`config.mk`:
```
export PLATFORM = sky130hd
export DESIGN_NAME = sseg4_scan_ctrl
export DESIGN_NICKNAME = d
export VERILOG_FILES = /design/src/rtl/sseg4_scan_ctrl.sv
export SDC_FILE = /design/constraint.sdc
export NUM_CORES = 1
export LEC_CHECK = 0
export ABC_CLOCK_PERIOD_IN_PS = 3840
export CAP_MARGIN = 20
export CORE_UTILIZATION = 60
export DETAILED_ROUTE_END_ITERATION = 7
export DONT_BUFFER_PORTS = 1
export PLACE_DENSITY = 0.77
export SLEW_MARGIN = 15
export SYNTH_ARGS = -nofsm -noshare
export SYNTH_HDL_FRONTEND = slang
export SYNTH_SLANG_ARGS = --single-unit
```
`constraint.sdc`:
```
create_clock -name clk -period 3.84 [get_ports clk]
set_input_delay 0.384 -clock clk [delete_from_list [all_inputs] [get_ports clk]]
set_output_delay 0.384 -clock clk [all_outputs]
set_load 0.03 [all_outputs]
```
`src/rtl/sseg4_scan_ctrl.sv`:
```
// sseg4_scan_ctrl: four-digit common-anode scan controller feeding one shared
// BCD-to-seven-segment decoder. Each digit slot opens with a blanking window
// (all anodes off) so the decoder settles before the anode turns on. The
// displayed value is double-buffered and only swaps at the frame boundary.
//
// Optional feature macro: LEADING_ZERO_BLANK_EN
//   When defined, leading-zero digits (3..1) stay dark during SHOW.
//   Digit 0 is never blanked. Slot timing and frame_tick are unchanged.
module sseg4_scan_ctrl #(
  parameter int unsigned DIGIT_CYCLES = 50000,
  parameter int unsigned BLANK_CYCLES = 500,
  parameter int unsigned CNT_W        = 16
) (
  input  logic        clk,
  input  logic        rst,
  input  logic [15:0] value,
  input  logic        load,
  output logic [3:0]  bcd_out,
  output logic [3:0]  an,
  output logic [1:0]  digit_sel,
  output logic        frame_tick,
  output logic        bad_digit
);

  localparam int unsigned VAL_W  = 16;
  localparam int unsigned NIB_W  = 4;
  localparam int unsigned SEL_W  = 2;
  localparam int unsigned N_DIG  = 4;

  localparam logic [CNT_W-1:0] CNT_LAST   = CNT_W'(DIGIT_CYCLES - 1);
  localparam logic [CNT_W-1:0] BLANK_LAST = CNT_W'(BLANK_CYCLES - 1);
  localparam logic [SEL_W-1:0] SEL_LAST   = SEL_W'(N_DIG - 1);
  localparam logic [NIB_W-1:0] ANODES_OFF = '1;

  typedef enum logic {
    ST_BLANK = 1'b0,
    ST_SHOW  = 1'b1
  } state_t;

  state_t            state;
  state_t            state_nx;
  logic [CNT_W-1:0]  cnt;
  logic [CNT_W-1:0]  cnt_nx;
  logic [SEL_W-1:0]  dsel_nx;
  logic [VAL_W-1:0]  pending;
  logic [VAL_W-1:0]  pending_nx;
  logic [VAL_W-1:0]  active;
  logic [VAL_W-1:0]  active_nx;
  logic [NIB_W-1:0]  bcd_nx;
  logic [NIB_W-1:0]  an_nx;
  logic [NIB_W-1:0]  dark_c;
  logic              ft_nx;
  logic              bad_nx;
  logic              slot_end_c;
  logic              frame_end_c;

  // True if any BCD nibble of v lies outside 0..9.
  function automatic logic has_bad_nibble(input logic [VAL_W-1:0] v);
    logic bad;
    bad = 1'b0;
    for (int i = 0; i < int'(N_DIG); i++) begin
      if (v[NIB_W*i +: NIB_W] > 4'd9) bad = 1'b1;
    end
    return bad;
  endfunction

  // Selects nibble sel out of the 16-bit display word.
  function automatic logic [NIB_W-1:0] pick_nibble(input logic [VAL_W-1:0] v,
                                                   input logic [SEL_W-1:0] sel);
    logic [NIB_W-1:0] nib;
    case (sel)
      2'd0:    nib = v[3:0];
      2'd1:    nib = v[7:4];
      2'd2:    nib = v[11:8];
      default: nib = v[15:12];
    endcase
    return nib;
  endfunction

  // Per-digit dark mask: a digit is dark when it and every higher digit are 0.
  function automatic logic [NIB_W-1:0] lead_zero_mask(input logic [VAL_W-1:0] v);
    logic [NIB_W-1:0] m;
    m    = '0;
    m[3] = (v[15:12] == 4'd0);
    m[2] = m[3] && (v[11:8] == 4'd0);
    m[1] = m[2] && (v[7:4] == 4'd0);
    m[0] = 1'b0;
    return m;
  endfunction

  // Next-state, slot timing, buffer update and next registered outputs.
  always_comb begin
    state_nx    = state;
    cnt_nx      = cnt + CNT_W'(1);
    dsel_nx     = digit_sel;
    pending_nx  = pending;
    active_nx   = active;
    bad_nx      = bad_digit;
    an_nx       = ANODES_OFF;
    bcd_nx      = '0;
    ft_nx       = 1'b0;
    dark_c      = '0;
    slot_end_c  = (cnt == CNT_LAST);
    frame_end_c = slot_end_c && (digit_sel == SEL_LAST);

    if (slot_end_c) begin
      cnt_nx  = '0;
      dsel_nx = digit_sel + SEL_W'(1);
    end

    case (state)
      ST_BLANK: if (cnt == BLANK_LAST) state_nx = ST_SHOW;
      ST_SHOW:  if (slot_end_c)        state_nx = ST_BLANK;
      default:                         state_nx = ST_BLANK;
    endcase

    // Last load in a frame wins; a bad nibble latches the sticky flag.
    if (load) begin
      pending_nx = value;
      if (has_bad_nibble(value)) bad_nx = 1'b1;
    end

    // Swap buffers at the frame boundary; a coincident load goes straight in.
    if (frame_end_c) active_nx = pending_nx;

`ifdef LEADING_ZERO_BLANK_EN
    dark_c = lead_zero_mask(active_nx);
`else
    dark_c = '0;
`endif

    bcd_nx = pick_nibble(active_nx, dsel_nx);
    if (state_nx == ST_SHOW) begin
      an_nx = ~(NIB_W'(1) << dsel_nx) | dark_c;
    end
    ft_nx = (dsel_nx == SEL_LAST) && (cnt_nx == CNT_LAST);
  end

  // State, counters, buffers and all outputs; async reset blanks the display.
  always_ff @(posedge clk or posedge rst) begin
    if (rst) begin
      state      <= ST_BLANK;
      cnt        <= '0;
      digit_sel  <= '0;
      pending    <= '0;
      active     <= '0;
      bcd_out    <= '0;
      an         <= ANODES_OFF;
      frame_tick <= 1'b0;
      bad_digit  <= 1'b0;
    end else begin
      state      <= state_nx;
      cnt        <= cnt_nx;
      digit_sel  <= dsel_nx;
      pending    <= pending_nx;
      active     <= active_nx;
      bcd_out    <= bcd_nx;
      an         <= an_nx;
      frame_tick <= ft_nx;
      bad_digit  <= bad_nx;
    end
  end

endmodule

```
==> out/results.ini <==
[timing]
rsz0062_at_grt = no
slew_headroom_pct = 50.4
maxSlewViolCount = 0
period_needed_ns = 2.64
tns_ns = 0
worst_slew_pin_slew_ns = 0.743
setup_slack_ns = 1.20
fin_crit_sh_pct = 68.9
fin_worst_skew_ns = 0.00843
timing.fmax_mhz = 378
setup_violations = 0
hold_viol = 0

[critical_path]
worst_ep_arrival_time_ns = 2.87
required_ns = 4.07
crit_type = reg -> reg
slowest_delay_ns = 0.74
path_cells = ha_1, and4_1, and4_1, buf_4, mux2i_1, o221a_1, a31oi_1
path_max_fanout = 14
startpoint = digit_sel[0]
cp_slowest_cell = dfrtp_1
r2r-start = digit_sel[0]
cpMostUsedCell = and4_1
crit_path_start_kind = register
path_delay_family = flip-flops
cp-end-kind = register
worst-path-buf-inv = 1

[logic_synthesis]
synth-compound-area-share_pct = 7.18
async_flop_share_pct = 100
yosys_register_bits = 61
synthCells = 242
syn_avg_cell_area_um2 = 12.0
synth_area_um2 = 2890
yosys.area_share.simple_pct = 15.9
synth_xor_area_share_pct = 3.93
synth.distinct_cells = 46
syn-num-nets = 263
synthAdderAreaFrac_pct = 0.865
synthMuxAreaShare_pct = 15.4
synth_warnings = 0
synth_edf_count = 0
synth-main-ff-cell = dfrtp_1
yosysSeqAreaShare_pct = 52.9
synth_top_family_by_area = simple AND/OR/NAND/NOR gates

[cts]
htree_num_levels = 3
cts_tree = done
cts-resized-gates = 0
clk_pin_slew_worst_paths_ns = 0.07
hold_buffers = 0
clock_sinks = 61
cts_made_buffers = 9
cts_buffer_depth = 2
postCtsSetupRepairBufs = 0
clk_latency_ns = 0.35
cts_root_buf = clkbuf_8

[power]
vdd_drop_max_mv = 0.256
cellLeakagePower_nw = 1.41
report.power.total_mw = 1.27
p_per_area_nw_per_um2 = 410

[layout]
final_cell_mix = 57 x dfrtp_1, 29 x mux2_2, 16 x nand2_1
final_common_cell = dfrtp_1
n_fill_cell = 334
final_layout_size_suffix_gt1_share_pct = 23.8
antenna_cells = 0
synthToLayoutAreaGrowth_pct = 7.22
nets = 264

[min_path]
hold_path.class = in -> async

[floorplan]
die_area_um2 = 5110
start_util_pct = 64.3
row_count = 24
ios = 31
die_w_um = 71.5
core_um2 = 4500
die-height_um = 71.5

[place]
port_buffers = 0
pre_cts_slack_ns = 1.19
dp_hpwl_um = 3820
routabilityCongestion = 0.870

[grt]
antenna_found_initial = 0
grt_pass1_vias = 1852
grt_usage_pct = 25.2
grt_pass1_wl_um = 9340
grt_max_degree = 38
grt-ovfl-total = 0

[drt]
ant_nets = 0
vias_per_cell = 6.12
wire_per_inst_um = 18.0
drt-initial-drc-count = 129
vias = 1835
routed_wl_um = 5390
drc_errors = 0
dr.pass1.iters = 4

[job]
drv_cap = 0

[run_status]
status = completed

## cell type report
type | count | area, um^2 | share of cell area, %
Clock inverter | 7 | 76.3 | 2.46
Inverter | 8 | 30.0 | 0.968
Sequential cell | 61 | 1530 | 49.4
Tap cell | 52 | 65.1 | 2.10
Clock buffer | 9 | 124 | 3.99
Timing Repair Buffer | 3 | 22.5 | 0.726
Multi-Input combinational cell | 160 | 1250 | 40.4
## sequential cells by signal, summed over array words and instances, names as in the netlist
register / cells
state: 1
digit_sel: 2
an: 4
cnt: 16
bad_digit: 1
frame_tick: 1
active: 16
pending: 16
bcd_out: 4
## worst reg2reg max path, delay by kind of cell, from the launching register on
kind,cells,cell delay (ns)
AOI/OAI and AO/OA,2,0.29
adders and majority gates,1,0.29
muxes,1,0.25
DFF,1,0.74
and+or+nand+nor,2,0.70
buffers and inverters,1,0.26
## metrics by stage
stage               util (%)  instances  instance area (um^2)  hold slack (ns)
floorplan                  -        242                  2890            0.447
detailed placement      64.4        284                  2900            0.449
finish                  68.9        300                  3100           0.0425
global route            68.9        300                  3100            0.108
CTS                     68.9        300                  3100           0.0725
global placement        64.4        284                  2900            0.444
## cells in the mapped netlist (all sizes together), types with 2 or more instances
cell type / n / area (um^2)
and3: 4 / 25.0
buf: 8 / 58.8
a22oi: 2 / 15.0
nand2b: 7 / 43.8
clkbuf: 5 / 20.0
xor2: 6 / 52.6
or3: 3 / 18.8
ha: 2 / 25.0
mux2: 31 / 357
nor3b: 2 / 15.0
nor2b: 4 / 25.0
nand2: 16 / 60.1
a21oi: 5 / 25.0
a2bb2oi: 2 / 17.5
inv: 8 / 30.0
nor2: 11 / 41.3
o221a: 2 / 22.5
a31oi: 3 / 18.8
nand4b: 2 / 17.5
nand4: 6 / 37.5
nand3: 5 / 25.0
mux2i: 9 / 90.1
dfstp: 4 / 105
dfrtp: 57 / 1430
xnor2: 7 / 61.3
o21ai: 6 / 30.0
a221oi: 2 / 30.0
nor4: 2 / 18.8
and4: 8 / 70.1
## worst paths after layout
check | endpoint | slack (ns) | depth (start not counted)
worst max-delay path | bcd_out[2] | 1.20 | 7
worst min-delay path | cnt[12] | 0.04 | 1
worst max register to register | bcd_out[2] | 1.20 | 7
worst min register to register | active[2] | 0.50 | 1
max in group asynchronous | an[1] | 2.94 | 2
min in group clk | bad_digit | 0.16 | 1
## logic make-up (layout without fill, tap and decap cells)
logic type	after synthesis	in the layout
AO/OA/AOI/OAI	28	28
XOR/XNOR	13	13
adder cells (fa/ha/maj)	2	2
buffers and inverters	21	27
flip-flops	61	61
multiplexers	40	40
AND/OR/NAND/NOR	77	77
## layer usage
metal	track usage, %	wire, um	vias up
met5	0	0	-
met4	12.0	105	0
met3	6.47	298	11
met2	34.8	2280	53
met1	37.5	2710	897
li1	-	-	874
## where the power goes
part	total (mW)	internal, mW	switching (mW)	leakage [nW]
combinational	0.0436	0.0172	0.0264	0.534
clock	0.568	0.301	0.267	0.0954
sequential	0.662	0.659	0.00348	0.783
total	1.27	0.977	0.297	1.41
Power figures use the tool's default switching activity.
